[src/rtl/tbd_pkg.sv]
// Shared types and defaults for the tbd accelerator result writer.
//   wr_state_t  : writer FSM states
//   wr_entry_t  : one queued SRAM write (word address, packed data, byte enables)
//   TBD_*       : default widths, base addresses and queue depth
package tbd_pkg;

   localparam int                    TBD_ADDR_W     = 10;
   localparam logic [TBD_ADDR_W-1:0] TBD_OUT_BASE   = 10'd256;
   localparam int                    TBD_FIFO_DEPTH = 4;
   // MMIO base of the accelerator; decoding happens upstream of this block.
   localparam logic [31:0]           TBD_BASE_ADDR  = 32'h2000_0000;

   typedef enum logic [1:0] {
      IDLE  = 2'd0,
      PACK  = 2'd1,
      DRAIN = 2'd2,
      DONE  = 2'd3
   } wr_state_t;

   typedef struct packed {
      logic [TBD_ADDR_W-1:0] addr;
      logic [31:0]           wdata;
      logic [3:0]            be;
   } wr_entry_t;

endpackage

[src/rtl/tbd_wr_fifo.sv]
// Synchronous write queue of wr_entry_t.
//   clk, rst_n  : clock, synchronous active-low reset (empties the queue)
//   push        : enqueue push_data (ignored when full)
//   push_data   : entry to enqueue
//   pop         : dequeue the head (ignored when empty)
//   full, empty : occupancy flags
//   head        : oldest entry; only meaningful while !empty
// Pointers carry one extra wrap bit so full and empty are told apart without
// a separate counter.
module tbd_wr_fifo
   import tbd_pkg::*;
#(
   parameter int DEPTH = TBD_FIFO_DEPTH
) (
   input  logic      clk,
   input  logic      rst_n,
   input  logic      push,
   input  wr_entry_t push_data,
   input  logic      pop,
   output logic      full,
   output logic      empty,
   output wr_entry_t head
);

   localparam int PTR_W = $clog2(DEPTH);

   logic [PTR_W:0] wr_ptr_q, wr_ptr_d;
   logic [PTR_W:0] rd_ptr_q, rd_ptr_d;
   wr_entry_t      mem_q [DEPTH];
   wr_entry_t      mem_d [DEPTH];
   logic           do_push;
   logic           do_pop;

   assign empty   = (wr_ptr_q == rd_ptr_q);
   assign full    = (wr_ptr_q[PTR_W] != rd_ptr_q[PTR_W]) &&
                    (wr_ptr_q[PTR_W-1:0] == rd_ptr_q[PTR_W-1:0]);
   assign do_push = push && !full;
   assign do_pop  = pop && !empty;
   assign head    = mem_q[rd_ptr_q[PTR_W-1:0]];

   always_comb begin
      mem_d    = mem_q;
      wr_ptr_d = wr_ptr_q;
      rd_ptr_d = rd_ptr_q;
      if (do_push) begin
         mem_d[wr_ptr_q[PTR_W-1:0]] = push_data;
         wr_ptr_d                   = wr_ptr_q + 1'b1;
      end
      if (do_pop) begin
         rd_ptr_d = rd_ptr_q + 1'b1;
      end
   end

   always_ff @(posedge clk) begin
      if (!rst_n) begin
         wr_ptr_q <= '0;
         rd_ptr_q <= '0;
         for (int i = 0; i < DEPTH; i++) begin
            mem_q[i] <= '0;
         end
      end else begin
         wr_ptr_q <= wr_ptr_d;
         rd_ptr_q <= rd_ptr_d;
         mem_q    <= mem_d;
      end
   end

endmodule

[src/rtl/tbd_result_writer.sv]
// Result writer: packs a stream of 8-bit results four per 32-bit word
// (little-endian) and writes them to SRAM bank 0 from OUT_BASE upward.
//   clk, rst_n                 : clock, synchronous active-low reset
//   start, num_pix             : MMIO job start and byte count (sampled in IDLE/DONE)
//   busy, done                 : MMIO status; done is sticky until the next start
//   pix_valid/pix_ready/pix_data : result byte stream
//   sram_req/we/addr/wdata/be  : SRAM write request, held stable until sram_gnt
//   sram_gnt                   : SRAM accepted the current request
//   dbg_state                  : current FSM state, for observation only
//
// Handshakes: a byte moves when pix_valid && pix_ready at a rising edge; an
// SRAM word moves when sram_req && sram_gnt at a rising edge. Neither ready
// nor req depends combinationally on its partner's valid/gnt.
module tbd_result_writer
   import tbd_pkg::*;
#(
   parameter logic [TBD_ADDR_W-1:0] OUT_BASE   = TBD_OUT_BASE,
   parameter int                    FIFO_DEPTH = TBD_FIFO_DEPTH
) (
   input  logic                  clk,
   input  logic                  rst_n,
   input  logic                  start,
   input  logic [TBD_ADDR_W-1:0] num_pix,
   output logic                  busy,
   output logic                  done,
   input  logic                  pix_valid,
   output logic                  pix_ready,
   input  logic [7:0]            pix_data,
   output logic                  sram_req,
   output logic                  sram_we,
   output logic [TBD_ADDR_W-1:0] sram_addr,
   output logic [31:0]           sram_wdata,
   output logic [3:0]            sram_be,
   input  logic                  sram_gnt,
   output wr_state_t             dbg_state
);

   wr_state_t             state_q, state_d;
   logic [TBD_ADDR_W-1:0] num_pix_q, num_pix_d;
   logic [TBD_ADDR_W-1:0] byte_cnt_q, byte_cnt_d;
   logic [TBD_ADDR_W-1:0] word_idx_q, word_idx_d;
   logic [31:0]           pack_data_q, pack_data_d;
   logic [3:0]            pack_be_q, pack_be_d;

   logic                  fifo_push;
   wr_entry_t             fifo_push_data;
   logic                  fifo_full;
   logic                  fifo_empty;
   wr_entry_t             fifo_head;

   logic                  accept;
   logic [1:0]            lane;
   logic [TBD_ADDR_W:0]   cnt_next;
   logic                  last_byte;
   logic [31:0]           merged_data;
   logic [3:0]            merged_be;

   tbd_wr_fifo #(
      .DEPTH (FIFO_DEPTH)
   ) u_fifo (
      .clk       (clk),
      .rst_n     (rst_n),
      .push      (fifo_push),
      .push_data (fifo_push_data),
      .pop       (sram_gnt),
      .full      (fifo_full),
      .empty     (fifo_empty),
      .head      (fifo_head)
   );

   assign pix_ready = (state_q == PACK) && !fifo_full;
   assign accept    = pix_valid && pix_ready;
   assign busy      = (state_q == PACK) || (state_q == DRAIN);
   assign done      = (state_q == DONE);
   assign dbg_state = state_q;

   // The write side just follows the queue head; the FSM never stalls it.
   assign sram_req   = !fifo_empty;
   assign sram_we    = sram_req;
   assign sram_addr  = sram_req ? fifo_head.addr  : '0;
   assign sram_wdata = sram_req ? fifo_head.wdata : '0;
   assign sram_be    = sram_req ? fifo_head.be    : '0;

   assign lane      = byte_cnt_q[1:0];
   assign cnt_next  = {1'b0, byte_cnt_q} + 1'b1;
   assign last_byte = (cnt_next == {1'b0, num_pix_q});

   always_comb begin
      merged_data                     = pack_data_q;
      merged_data[{lane, 3'b000} +: 8] = pix_data;
      merged_be                       = pack_be_q | (4'b0001 << lane);
   end

   always_comb begin
      state_d        = state_q;
      num_pix_d      = num_pix_q;
      byte_cnt_d     = byte_cnt_q;
      word_idx_d     = word_idx_q;
      pack_data_d    = pack_data_q;
      pack_be_d      = pack_be_q;
      fifo_push      = 1'b0;
      fifo_push_data = '0;

      case (state_q)
         IDLE, DONE: begin
            if (start) begin
               num_pix_d   = num_pix;
               byte_cnt_d  = '0;
               word_idx_d  = '0;
               pack_data_d = '0;
               pack_be_d   = '0;
               // An empty job passes through DRAIN (queue already empty) so it
               // never opens pix_ready and reports done one cycle later.
               state_d     = (num_pix == '0) ? DRAIN : PACK;
            end
         end
         PACK: begin
            if (accept) begin
               byte_cnt_d = cnt_next[TBD_ADDR_W-1:0];
               if ((lane == 2'd3) || last_byte) begin
                  // pix_ready already guaranteed a free slot for this push.
                  fifo_push            = 1'b1;
                  fifo_push_data.addr  = OUT_BASE + word_idx_q;
                  fifo_push_data.wdata = merged_data;
                  fifo_push_data.be    = merged_be;
                  word_idx_d           = word_idx_q + 1'b1;
                  pack_data_d          = '0;
                  pack_be_d            = '0;
               end else begin
                  pack_data_d = merged_data;
                  pack_be_d   = merged_be;
               end
               if (last_byte) begin
                  state_d = DRAIN;
               end
            end
         end
         DRAIN: begin
            if (fifo_empty) begin
               state_d = DONE;
            end
         end
         default: state_d = IDLE;
      endcase
   end

   always_ff @(posedge clk) begin
      if (!rst_n) begin
         state_q     <= IDLE;
         num_pix_q   <= '0;
         byte_cnt_q  <= '0;
         word_idx_q  <= '0;
         pack_data_q <= '0;
         pack_be_q   <= '0;
      end else begin
         state_q     <= state_d;
         num_pix_q   <= num_pix_d;
         byte_cnt_q  <= byte_cnt_d;
         word_idx_q  <= word_idx_d;
         pack_data_q <= pack_data_d;
         pack_be_q   <= pack_be_d;
      end
   end

endmodule
[config.mk]
export PLATFORM = sky130hd
export DESIGN_NAME = tbd_result_writer
export DESIGN_NICKNAME = d
export VERILOG_FILES = /design/src/rtl/tbd_pkg.sv /design/src/rtl/tbd_wr_fifo.sv /design/src/rtl/tbd_result_writer.sv
export SDC_FILE = /design/constraint.sdc
export NUM_CORES = 1
export LEC_CHECK = 0
export CORE_MARGIN = 10
export CORE_UTILIZATION = 65
export CTS_BUF_LIST = sky130_fd_sc_hd__clkbuf_8
export CTS_CLUSTER_DIAMETER = 150
export DETAILED_ROUTE_END_ITERATION = 7
export GPL_TIMING_DRIVEN = 0
export PLACE_DENSITY_LB_ADDON = 0.2
export SYNTH_ARGS = -nofsm -noshare
export SYNTH_HDL_FRONTEND = slang
export SYNTH_HIERARCHICAL = 1
export SYNTH_SLANG_ARGS = --single-unit
[constraint.sdc]
create_clock -name clk -period 5.2 [get_ports clk]
set_input_delay 1.04 -clock clk [delete_from_list [all_inputs] [get_ports clk]]
set_output_delay 1.04 -clock clk [all_outputs]
set_load 0.01 [all_outputs]
==> flow_summary.rst, run 1 <==
.. list-table::
   :header-rows: 1

   * - Metric
     - Value
   * - Total CTS buffers
     - 43
   * - Setup repair after global routing missed its margin
     - false
   * - First-pass iteration count of the detailed router
     - 6
   * - Area added between synthesis and finish
     - 14.36%
   * - Fraction of post-synthesis cell area in the top cell type by area
     - about 41%
   * - Num Clock Sinks
     - 258
   * - Leading cell type in the layout, fill and taps excluded
     - sky130_fd_sc_hd__nand2_1
   * - Post-synth ARST share
     - 0%
   * - Overall die area
     - 0.02537 mm2
   * - Final ANT Viol Nets
     - 0
   * - Vias
     - 9853
   * - Placed Instances
     - between 1500 and 2000
   * - Maximum number of pins on one net before global-route repair
     - 12
   * - Relative slew margins
     - 40.91%
   * - Number of instances in the synthesized netlist
     - about 1300
   * - CP Launch Point
     - byte_cnt_q[0]
   * - Detail Route met3 WL
     - 1.910 mm
   * - Wire length of the first global-routing pass
     - 50.40 mm
   * - Cell at the root of the clock tree
     - sky130_fd_sc_hd__clkbuf_8
   * - Most Frequent Cell on Critical Path
     - sky130_fd_sc_hd__nand2_1
   * - Number of enable-type register cells in the synthesized netlist
     - 0
   * - Net switching power of the design
     - 1337 uW
   * - Die Wd
     - 159.3 um
   * - Class of the most critical hold timing path
     - flop to flop
   * - Largest area contributor in the synthesized netlist
     - sky130_fd_sc_hd__dfxtp_1
   * - Share of layout cells above drive strength 1
     - 12.14%
   * - Cts hold-fix bufs
     - 0
   * - Total Nets Final
     - between 1000 and 1500
   * - Starting utilization of the core area
     - between 60% and 70%
   * - Switching Fraction
     - 29.64%
   * - Antenna diodes
     - 0
   * - Final critical-path required period
     - 4.500 ns
   * - Maximum buffer depth of the clock tree
     - 3
   * - Reg-to-reg critical path startpoint
     - byte_cnt_q[0]
   * - Final hold violation count
     - 0
   * - Combined area of the multi-input logic cells
     - 0.006797 mm2
   * - Sum of negative setup slack
     - 0 ns
   * - Avg Cell Area, Syn
     - 9.691 um2
   * - Leak Pwr
     - between 0.004 and 0.005 uW
   * - Number of distinct library cells after synthesis
     - 60
   * - Antenna violations before repair
     - 1
   * - Highest achievable clock rate
     - 222.2 MHz
   * - CTS H-tree depth
     - 2
   * - Required time of the critical path
     - 5.67 ns
   * - Via-to-Cell Ratio
     - 5.792
   * - Detailed-route wire length on metal 1
     - 13.65 mm
   * - Arrival time worst endpoint
     - roughly 5.0 ns
   * - Clock tree from TritonCTS
     - built
   * - Vias in the first global route
     - 9708
   * - Startpoint kind of the worst setup timing path
     - flop
   * - Total grt overflow
     - 0
   * - Number of rows created at floorplan
     - 50
   * - Area taken by flip-flops and latches
     - 0.005165 mm2
   * - DP HPWL
     - between 20 and 25 mm
   * - Leading cell types in the layout, fill and taps excluded
     - 303 x sky130_fd_sc_hd__nand2_1, 258 x sky130_fd_sc_hd__dfxtp_1, 193 x sky130_fd_sc_hd__mux2i_1, 86 x sky130_fd_sc_hd__nor2b_1, 67 x sky130_fd_sc_hd__clkdlybuf4s50_1
   * - Critical-path maximum fanout
     - 10
   * - Cell with the largest stage delay on the worst path
     - sky130_fd_sc_hd__dfxtp_1
   * - Cells along the critical path
     - buf_4 > inv_1 > ha_1 > clkbuf_1 > xnor2_1 > nand2_1 > nor4b_4 > nand4_4 > o21bai_2 > nand2_1 > buf_2 > buf_6 > inv_1 > nand2_1 > a31oi_1 > buf_4 > buf_6 > mux2i_1
   * - Top routing layer used
     - met5
   * - Post-CTS setup buffer count
     - 0
   * - Number of filler instances in the final layout
     - about 1300
   * - Top_reg_cell synth
     - sky130_fd_sc_hd__dfxtp_1
   * - Final worst-path cycle share
     - 86.53%
   * - Starting DRT DRC Count
     - 736
   * - Internal reg-to-reg setup slack
     - 0.70 ns
   * - Peak supply drop
     - 0.2444 mV
   * - Sequential share of the synthesized area
     - 40.96%
   * - Final Power
     - 4509 uW
   * - Flop pwr share
     - 45.5%
   * - Worst-margin pin slew
     - just under 0.9 ns
   * - Cell area after synthesis
     - approximately 0.013 mm2
   * - Remaining routing DRC violations
     - 0
   * - Internal power consumption
     - roughly 3200 uW
   * - Maximum capacitance violations
     - 0
   * - Detailed-route wire length per cell
     - ~18 um
   * - Top area cells in the synthesized netlist
     - sky130_fd_sc_hd__dfxtp_1 41%, sky130_fd_sc_hd__mux2i_1 15%, sky130_fd_sc_hd__nand2_1 9.0%, sky130_fd_sc_hd__mux4_2 8.2%, sky130_fd_sc_hd__nor2b_1 4.3%
   * - Clock slew seen by the registers of the worst setup and hold paths
     - around 0.060 ns
   * - Final Wtd Congestion
     - 0.8532
   * - Count of warnings emitted by yosys
     - 6
   * - Post-CTS Resized
     - 0
   * - All-layer global routing usage
     - between 20% and 30%
   * - Number of ports placed on the die boundary
     - 76
   * - Crit Path Category
     - flop to flop
   * - Hold Crit Start
     - u_fifo/mem_q[158]
   * - Final non-filler cell total
     - 1701
   * - Biggest cell delay along the critical path
     - 0.44 ns
   * - Net count after synthesis
     - 1341
   * - Clock network fraction of total power
     - 37.8%
   * - Aggregate routed wire length
     - 30.91 mm
   * - Clk_lat worst skew
     - between 0.5 and 0.6 ns
   * - Setup violations, final
     - 0
   * - Number of max-slew violations in the final report
     - 0
   * - IO Port Bufs
     - 67
   * - Core region area
     - 0.01889 mm2
   * - Critical path capture point type
     - flop
   * - Post-route clock skew
     - between 0.01 and 0.015 ns
   * - Die height
     - 159.3 um
   * - Layout Utilization
     - 76.32%
   * - Pwr dens
     - 312.7 mW/mm2
   * - Detailed-routed wire length on met2
     - 14.70 mm
   * - Comb pwr share
     - between 10% and 20%
   * - Result of the run
     - complete, no violations
   * - Family with the most delay on the worst path
     - buffers and inverters
   * - Count of state elements after synthesis
     - 258
   * - Critical path buffer and inverter count
     - 8
==> through the flow <==
| stage | setup slack [ns] | hold WS [ns] | area (um2) |
|---|---|---|---|
| after floorplan | 1.659 | 0.4305 | 12610 |
| after global placement | 0.8486 | 0.4384 | 13600 |
| after detailed placement | 0.7914 | 0.4459 | 13600 |
| after CTS | 0.7189 | 0.4556 | 14420 |
| after global routing | 0.4465 | 0.4667 | 14420 |
| final | 0.7005 | 0.4552 | 14420 |
==> layout make-up <==
class                   instances  area share (%)
plain buffers                  95           3.862
clock buffers                  53           5.059
clock inverters                20          0.5901
inverters                      24          0.6248
multi-input cells             924           47.14
flip-flops and latches        258           35.82
well taps                     260           2.256
repair buffers                 67           4.651
==> per-layer routing <==
| metal | vias to the layer above | GRT usage [%] |
|---|---|---|
| met1 | 4750 | 30.71 |
| met3 | 53 | 4.570 |
| li1 | 4706 | - |
| met4 | 2 | 7.582 |
| met2 | 342 | 38.94 |
| met5 | - | 0 |
==> worst paths after layout <==
kind / end / cells after the start
setup / recovery: u_fifo/mem_q[15] / 18
hold reg to reg: u_fifo/mem_q[158] / 2
setup reg to reg: u_fifo/mem_q[15] / 18
hold / removal: u_fifo/mem_q[158] / 2
==> synthesized netlist by cell type, drive strengths merged (14+ instances only) <==
cell / count
nand2: 303
dfxtp: 258
mux2i: 193
nor2b: 86
nor2: 55
buf: 53
mux4: 46
a21oi: 43
clkbuf: 42
a22o: 35
inv: 24
ha: 17
nor3: 14
==> power groups by stage <==
stage / clock network, uW / registers (uW) / logic, uW
after floorplan: 0 / 2090 / 528
after global placement: 0 / 2090 / 731
after detailed placement: 0 / 2090 / 743
after CTS: 1720 / 2050 / 746
after global routing: 1810 / 2050 / 821
final: 1700 / 2050 / 756
==> state kept, by name, summed over array words and instances (netlist names), 3 cells and up <==
signal and count:
u_fifo/mem_q 184, byte_cnt_q 10, word_idx_q 10, u_fifo/rd_ptr_q 3
num_pix_q 10, pack_be_q 4, pack_data_q 32, u_fifo/wr_ptr_q 3
==> worst register-to-register path, cell delays in order (launching register included) <==
cell                       delay [ns]
sky130_fd_sc_hd__dfxtp_1         0.44
sky130_fd_sc_hd__buf_4           0.24
sky130_fd_sc_hd__inv_1           0.17
sky130_fd_sc_hd__ha_1            0.32
sky130_fd_sc_hd__clkbuf_1        0.40
sky130_fd_sc_hd__xnor2_1         0.18
sky130_fd_sc_hd__nand2_1         0.12
sky130_fd_sc_hd__nor4b_4         0.32
sky130_fd_sc_hd__nand4_4         0.20
sky130_fd_sc_hd__o21bai_2        0.26
sky130_fd_sc_hd__nand2_1         0.14
sky130_fd_sc_hd__buf_2           0.23
sky130_fd_sc_hd__buf_6           0.17
sky130_fd_sc_hd__inv_1           0.12
sky130_fd_sc_hd__nand2_1         0.07
sky130_fd_sc_hd__a31oi_1         0.28
sky130_fd_sc_hd__buf_4           0.31
sky130_fd_sc_hd__buf_6           0.23
sky130_fd_sc_hd__mux2i_1         0.24
==> cells by family after synthesis <==
family,after synthesis,synth area share [%]
fa+ha+maj,17,1.687
xor+xnor,16,1.231
compound gates,139,8.286
simple gates,513,19.16
mux,239,23.54
buf+inv,119,5.130
flops,258,40.96
No activity file was read; power rests on OpenSTA's default activity.
==> run 2: changes to the inputs <==
--- a/config.mk
+++ b/config.mk
@@ -6,7 +6,7 @@
 export NUM_CORES = 1
 export LEC_CHECK = 0
 export CORE_MARGIN = 10
-export CORE_UTILIZATION = 65
+export CORE_UTILIZATION = 30
 export CTS_BUF_LIST = sky130_fd_sc_hd__clkbuf_8
 export CTS_CLUSTER_DIAMETER = 150
 export DETAILED_ROUTE_END_ITERATION = 7
==> run 2 against run 1 <==
Against the previous run:
- register-to-register slack worse by 0.13 ns
- clock power up 24%
- non-clock buffer count unchanged
- cell area up 4.1%
- setup slack got worse by 0.13 ns
- hold slack lost 0.0039 ns
- power up 9.1%
==> flow_summary.rst, run 2 (same netlist as run 1, synthesis figures left out) <==
.. list-table::
   :header-rows: 1

   * - Metric
     - Value
   * - Leading cell types in the layout, fill and taps excluded
     - 303 x sky130_fd_sc_hd__nand2_1, 258 x sky130_fd_sc_hd__dfxtp_1, 193 x sky130_fd_sc_hd__mux2i_1, 86 x sky130_fd_sc_hd__nor2b_1
   * - Result of the run
     - complete, no violations
   * - Placement-stage worst setup slack
     - 0.5519 ns
   * - Antenna diodes
     - 0
   * - WHS
     - 0.4513 ns
   * - Placement Cell Area
     - 0.01395 mm2
   * - Num Clock Sinks
     - 258
   * - Comb pwr share
     - 15.6%
   * - Final Wtd Congestion
     - 0.7866
   * - Critical-path maximum fanout
     - 10
   * - Register containing the most flip-flops in the final layout
     - u_fifo/mem_q
   * - Overall die area
     - 0.05063 mm2
   * - Core region area
     - 0.04176 mm2
   * - Wire length of the first global-routing pass
     - 55.93 mm
   * - Maximum buffer depth of the clock tree
     - 3
   * - Total Nets Final
     - 1458
   * - Cells along the critical path
     - buf_4 > inv_1 > ha_1 > clkbuf_1 > xnor2_1 > nand2_1 > nor4b_4 > nand4_4 > o21bai_2 > nand2_1 > buf_2 > buf_6 > inv_1 > nand2_1 > a31oi_1 > buf_4 > buf_6 > mux2i_1
   * - Leak Pwr
     - roughly 0.0049 uW
   * - Vias
     - 9560
   * - Final worst-path cycle share
     - around 89%
   * - Starting utilization of the core area
     - a little under a third
   * - Detailed-route wire length per cell
     - 18.00 um
   * - Final non-filler cell total
     - 1996
   * - Vias in the first global route
     - 9700
   * - DP HPWL
     - 25.73 mm
   * - Via-to-Cell Ratio
     - 4.790
   * - Setup repair after global routing missed its margin
     - false
   * - Final critical-path required period
     - ~4.6 ns
   * - R2r worst-path depth
     - 18
   * - Most Frequent Cell on Critical Path
     - sky130_fd_sc_hd__nand2_1
   * - Number of filler instances in the final layout
     - 4229
   * - Area added between synthesis and finish
     - 19.09%
   * - Peak supply drop
     - 0.2279 mV
   * - Internal reg-to-reg setup slack
     - 0.57 ns
   * - Number of ports placed on the die boundary
     - 76
   * - Remaining routing DRC violations
     - 0
   * - Setup violations, final
     - 0
   * - Internal power consumption
     - 3459 uW
   * - Registers with the most flip-flops
     - u_fifo/mem_q: 184 flops, pack_data_q: 32 flops
   * - Summed area of non-filler cells in the final layout
     - 0.01502 mm2
   * - Die Wd
     - 225.0 um
   * - Worst-margin pin slew
     - 1.042 ns
   * - Crit Path Category
     - flop to flop
   * - Highest achievable clock rate
     - between 200 and 250 MHz
   * - Required time of the critical path
     - between 5 and 6 ns
   * - Class of the most critical hold timing path
     - flop to flop
   * - Total CTS buffers
     - 48
   * - Clk_lat worst skew
     - 0.62 ns
   * - Arrival time worst endpoint
     - 5.15 ns
   * - Antenna violations before repair
     - 3
   * - Hold Crit Start
     - u_fifo/mem_q[133]
   * - Number of max-slew violations in the final report
     - 0
   * - Switching Fraction
     - 29.71%
   * - Maximum capacitance violations
     - 0
   * - Share of layout cells above drive strength 1
     - 13.73%
   * - Post-CTS setup buffer count
     - 0
   * - Post-route clock skew
     - between 0.04 and 0.05 ns
   * - Starting DRT DRC Count
     - slightly above 500
   * - CP Launch Point
     - byte_cnt_q[0]
   * - Post-CTS Resized
     - 0
   * - Cell with the largest stage delay on the worst path
     - sky130_fd_sc_hd__dfxtp_1
   * - Pwr dens
     - between 300 and 400 mW/mm2
   * - Endpoint, Worst Hold
     - u_fifo/mem_q[133]
   * - Startpoint kind of the worst setup timing path
     - flop
   * - Die height
     - 225.0 um
   * - Maximum number of pins on one net before global-route repair
     - 14
   * - Cell at the root of the clock tree
     - sky130_fd_sc_hd__clkbuf_8
   * - All-layer global routing usage
     - 13.99%
   * - Flop pwr share
     - 41.7%
   * - Reg-to-reg critical path startpoint
     - byte_cnt_q[0]
   * - Relative slew margins
     - 30.52%
   * - Sum of negative setup slack
     - 0 ns
   * - Clock tree from TritonCTS
     - built
   * - Critical path capture point type
     - flop
   * - Number of flip-flops in the largest register
     - 184
   * - Placed Instances
     - 1907
   * - End of the worst register-to-register path
     - u_fifo/mem_q[36]
   * - Cts hold-fix bufs
     - 0
   * - Leading cell type in the layout, fill and taps excluded
     - sky130_fd_sc_hd__nand2_1
   * - Final WS setup
     - 0.5729 ns
   * - IO Port Bufs
     - 67
   * - Aggregate routed wire length
     - 35.92 mm
   * - Clock slew seen by the registers of the worst setup and hold paths
     - 0.06 ns
   * - Net switching power of the design
     - 1462 uW
   * - First-pass iteration count of the detailed router
     - 5
   * - Number of rows created at floorplan
     - 75
   * - Final hold violation count
     - 0
   * - Total grt overflow
     - 0
   * - CTS H-tree depth
     - 2
   * - Biggest cell delay along the critical path
     - 0.47 ns
   * - WHS Path Cells
     - 2
   * - Clock network fraction of total power
     - 42.7%
   * - Final ANT Viol Nets
     - 0
## run 2: cell types whose count changed in the layout (fill, tap and decap cells not counted), sizes merged
cell / change
inv: -9
clkbuf: +14
clkinvlp: -1
bufinv: +1
clkinv: +11
## run 2: stage by stage
stage | util (%) | power, uW
finish | 35.96 | 4921
floorplan | - | 2616
global route | 35.96 | 5164
global placement | 33.41 | 2868
CTS | 35.96 | 5001
detailed placement | 33.41 | 2871
## run 2: worst max path at each step
stage	endpoint	slack, ns	cells past startpoint
floorplan	u_fifo/mem_q[14]	1.66	18
global placement	u_fifo/mem_q[38]	0.57	18
detailed placement	u_fifo/mem_q[25]	0.55	18
CTS	u_fifo/mem_q[25]	0.56	18
global route	u_fifo/mem_q[27]	0.31	18
finish	u_fifo/mem_q[36]	0.57	18
## run 2: area by class of cell
cell class | count | area (um2) | area share, %
flip-flops and latches | 258 | 5165 | 34.40
repair buffers | 67 | 670.6 | 4.466
well taps | 539 | 674.4 | 4.491
multi-input cells | 924 | 6797 | 45.26
clock inverters | 22 | 140.1 | 0.9332
inverters | 24 | 90.09 | 0.5999
clock buffers | 67 | 922.1 | 6.141
plain buffers | 95 | 556.8 | 3.708
## run 2: critical path, delay by kind of cell, from the launching register on
kind | cells | cell delay, ns
muxes | 1 | 0.20
DFF | 1 | 0.47
buffers and inverters | 8 | 1.95
and+or+nand+nor | 5 | 0.90
xor gates and xnor gates | 1 | 0.18
AOI/OAI and AO/OA | 2 | 0.53
adders and majority gates | 1 | 0.32
## run 2: routing by layer
| metal | share of wire (%) | vias to the layer above | global-route usage (%) |
|---|---|---|---|
| met5 | 0.095 | - | 0 |
| met4 | 1.8 | 6 | 4.102 |
| li1 | - | 4713 | - |
| met1 | 47 | 4631 | 18.07 |
| met3 | 4.4 | 52 | 3.136 |
| met2 | 47 | 158 | 22.86 |
## run 2: power groups by stage
stage,clock network (uW),registers [uW],logic [uW]
6_report,2100,2050,769
5_1_grt,2250,2060,852
4_1_cts,2170,2050,781
3_5_place_dp,0,2090,776
3_3_place_gp,0,2090,774
2_1_floorplan,0,2090,528
==> run 3: changes to the inputs <==
--- a/config.mk
+++ b/config.mk
@@ -5,7 +5,7 @@
 export SDC_FILE = /design/constraint.sdc
 export NUM_CORES = 1
 export LEC_CHECK = 0
-export CORE_MARGIN = 10
+export CAP_MARGIN = 20
 export CORE_UTILIZATION = 30
 export CTS_BUF_LIST = sky130_fd_sc_hd__clkbuf_8
 export CTS_CLUSTER_DIAMETER = 150
@@ -14,5 +14,4 @@
 export PLACE_DENSITY_LB_ADDON = 0.2
 export SYNTH_ARGS = -nofsm -noshare
 export SYNTH_HDL_FRONTEND = slang
-export SYNTH_HIERARCHICAL = 1
 export SYNTH_SLANG_ARGS = --single-unit
==> run 3 against run 2 <==
Against the previous run:
- synthesized area down 3.6%
- power down 5.6%
- clock skew down 0.022 ns
- via count up 2.2%
- cell area down 4.2%
- first-iteration DRC count up 28%
- cell count down 0.35%
- clock power down 13%
- combinational power down 2%
- routed wire length down 2.0%
- hold slack better by 0.0030 ns
- critical path type is now flop to output port
- critical endpoint is now sram_addr[8]
==> flow_summary.rst, run 3 <==
.. list-table::
   :header-rows: 1

   * - Metric
     - Value
   * - Remaining routing DRC violations
     - 0
   * - Net count after synthesis
     - 1353
   * - Total CTS buffers
     - 46
   * - Highest achievable clock rate
     - 206.2 MHz
   * - Clk_lat worst skew
     - 0.57 ns
   * - Starting DRT DRC Count
     - approximately 650
   * - Result of the run
     - complete, no violations
   * - Relative slew margins
     - 29.82%
   * - Final critical-path required period
     - just under 5 ns
   * - Die height
     - 203.3 um
   * - Number of flip-flops in the largest register
     - roughly 180
   * - Clock tree from TritonCTS
     - built
   * - Top_reg_cell synth
     - sky130_fd_sc_hd__dfxtp_1
   * - Number of enable-type register cells in the synthesized netlist
     - 0
   * - Share of layout cells above drive strength 1
     - 11.41%
   * - CTS H-tree depth
     - 2
   * - Leading cell types in the layout, fill and taps excluded
     - 258 x sky130_fd_sc_hd__dfxtp_1, 229 x sky130_fd_sc_hd__nand2_1, 112 x sky130_fd_sc_hd__o21ai_0, 88 x sky130_fd_sc_hd__mux2i_1, 73 x sky130_fd_sc_hd__nand3_1
   * - DP HPWL
     - ~25 mm
   * - Area added between synthesis and finish
     - 18.34%
   * - Maximum number of pins on one net before global-route repair
     - 13
   * - Required time of the critical path
     - 4.16 ns
   * - Die Wd
     - between 200 and 250 um
   * - Setup repair after global routing missed its margin
     - false
   * - Most numerous cell types in the synthesized netlist
     - 258 x sky130_fd_sc_hd__dfxtp_1, 229 x sky130_fd_sc_hd__nand2_1, 112 x sky130_fd_sc_hd__o21ai_0
   * - Number of distinct library cells after synthesis
     - 67
   * - Total Nets Final
     - 1470
   * - All-layer global routing usage
     - 17.26%
   * - Number of filler instances in the final layout
     - 4165
   * - Post-CTS Resized
     - 0
   * - Maximum capacitance violations
     - 0
   * - Number of instances in the synthesized netlist
     - approximately 1300
   * - Startpoint kind of the worst setup timing path
     - flop
   * - Leading cell type in the layout, fill and taps excluded
     - sky130_fd_sc_hd__dfxtp_1
   * - Post-synth ARST share
     - 0%
   * - Final hold violation count
     - 0
   * - Largest area contributor in the synthesized netlist
     - sky130_fd_sc_hd__dfxtp_1
   * - Combined area of the multi-input logic cells
     - around 0.0062 mm2
   * - Total grt overflow
     - 0
   * - Vias in the first global route
     - 9560
   * - Final ANT Viol Nets
     - 0
   * - Final worst-path cycle share
     - 93.25%
   * - Area taken by flip-flops and latches
     - 0.005165 mm2
   * - Core region area
     - 0.03982 mm2
   * - Number of max-slew violations in the final report
     - 0
   * - Post-CTS setup buffer count
     - 0
   * - Cell area after synthesis
     - 0.01216 mm2
   * - Endpoint, Worst Hold
     - u_fifo.mem_q[110]
   * - Maximum buffer depth of the clock tree
     - 3
   * - IO Port Bufs
     - 66
   * - Reg-to-reg critical path startpoint
     - byte_cnt_q[1]
   * - WHS Path Cells
     - 2
   * - Peak supply drop
     - about 0.14 mV
   * - Critical-path maximum fanout
     - 10
   * - Count of warnings emitted by yosys
     - 0
   * - Number of rows created at floorplan
     - 73
   * - Crit Path Category
     - flop to output port
   * - Post-route clock skew
     - roughly 0.021 ns
   * - Clock slew seen by the registers of the worst setup and hold paths
     - 0.06 ns
   * - Leak Pwr
     - 0.005104 uW
   * - Starting utilization of the core area
     - a little under a third
   * - Antenna violations before repair
     - 0
   * - Top area cells in the synthesized netlist
     - sky130_fd_sc_hd__dfxtp_1 42%, sky130_fd_sc_hd__mux4_2 8.5%, sky130_fd_sc_hd__mux2i_1 7.2%, sky130_fd_sc_hd__nand2_1 7.1%, sky130_fd_sc_hd__o21ai_0 4.6%
   * - End of the worst register-to-register path
     - u_fifo.mem_q[49]
   * - Count of state elements after synthesis
     - 258
   * - Num Clock Sinks
     - 258
   * - Avg Cell Area, Syn
     - 9.262 um2
   * - Aggregate routed wire length
     - 35.22 mm
   * - Overall die area
     - 0.04134 mm2
   * - Antenna diodes
     - 0
   * - Number of ports placed on the die boundary
     - 76
   * - Class of the most critical hold timing path
     - flop to flop
   * - Worst-margin pin slew
     - around 1.0 ns
   * - WHS
     - 0.4543 ns
   * - R2r worst-path depth
     - 10
   * - Pwr dens
     - 322.8 mW/mm2
   * - Via-to-Cell Ratio
     - 4.912
   * - Arrival time worst endpoint
     - 3.81 ns
   * - Register containing the most flip-flops in the final layout
     - u_fifo.mem_q
   * - Vias
     - 9769
   * - Cell at the root of the clock tree
     - sky130_fd_sc_hd__clkbuf_8
   * - Registers with the most flip-flops
     - u_fifo.mem_q: 184 flops, pack_data_q: 32 flops
   * - Sum of negative setup slack
     - 0 ns
   * - Most instantiated library cell after synthesis
     - sky130_fd_sc_hd__dfxtp_1
   * - Hold Crit Start
     - u_fifo.mem_q[110]
   * - Fraction of post-synthesis cell area in the top cell type by area
     - 42.47%
   * - Cts hold-fix bufs
     - 0
   * - Detailed-route wire length per cell
     - 17.71 um
   * - Setup violations, final
     - 0
   * - Sequential share of the synthesized area
     - 42.47%
   * - Final Wtd Congestion
     - 0.7816
   * - First-pass iteration count of the detailed router
     - 5
   * - Critical path capture point type
     - output port
   * - Internal reg-to-reg setup slack
     - 1.45 ns
   * - Wire length of the first global-routing pass
     - 55.43 mm
## run 3: cell count changes in the layout (fill, tap and decap cells not counted), moves of 33 or more
cell | before | now
sky130_fd_sc_hd__a22o_1 | 35 | 0
sky130_fd_sc_hd__a22oi_1 | 0 | 33
sky130_fd_sc_hd__and2_1 | 5 | 59
sky130_fd_sc_hd__mux2i_1 | 193 | 88
sky130_fd_sc_hd__nand2_1 | 303 | 229
sky130_fd_sc_hd__nand3_1 | 12 | 73
sky130_fd_sc_hd__nor2b_1 | 86 | 27
sky130_fd_sc_hd__o21ai_0 | 3 | 112
## run 3: power by group
part	internal, uW	switching, uW	leakage, uW
Sequential	2030	41.6	0.00208
Clock	975	849	0.000527
Combinational	245	505	0.00250
## run 3: worst max path at each step
stage / start / end / cells after the start
finish: u_fifo.rd_ptr_q[0] / sram_addr[8] / 5
global route: u_fifo.rd_ptr_q[0] / sram_wdata[23] / 5
CTS: u_fifo.rd_ptr_q[0] / sram_addr[8] / 5
detailed placement: u_fifo.rd_ptr_q[0] / sram_addr[8] / 5
global placement: u_fifo.rd_ptr_q[0] / sram_wdata[7] / 5
floorplan: u_fifo.rd_ptr_q[0] / sram_addr[8] / 4
## run 3: stage by stage
step                util (%)  area [um2]  setup WS, ns  total power, uW  cells
finish                 36.13       14390        0.3510             4645   1989
global route           36.13       14390       0.09814             4890   1989
CTS                    36.12       14390        0.2344             4717   1988
detailed placement     33.88       13490        0.8539             2863   1906
global placement       33.84       13480        0.8771             2856   1904
floorplan                  -       12160         2.024             2590   1313
## run 3: cell type report
type / instances / area share (%)
Buffer: 110 / 4.252
Clock buffer: 56 / 5.356
Clock inverter: 26 / 0.8434
Inverter: 43 / 1.122
Multi-Input combinational cell: 902 / 43.24
Sequential cell: 258 / 35.89
Tap cell: 525 / 4.565
Timing Repair Buffer: 69 / 4.730
## run 3: metal layers
metal / share of wire (%) / global-route usage [%]
met1: 48 / 23.95
met2: 46 / 27.55
met3: 4.7 / 2.828
met4: 2.0 / 4.834
met5: 0 / 0
## run 3: worst max-delay path: stages, from the launching register on
cell and delay, ns:
sky130_fd_sc_hd__dfxtp_1 0.40, sky130_fd_sc_hd__buf_1 0.80, sky130_fd_sc_hd__buf_1 0.73, sky130_fd_sc_hd__mux4_2 0.64, sky130_fd_sc_hd__and2_1 0.19, sky130_fd_sc_hd__clkdlybuf4s50_1 0.47
## run 3: logic make-up after synthesis
kind of cell | share of synthesized area, %
simple gates | 18.74
xor+xnor | 1.440
fa+ha+maj | 1.749
mux | 15.76
buf+inv | 6.359
flops | 42.47
compound gates | 13.48
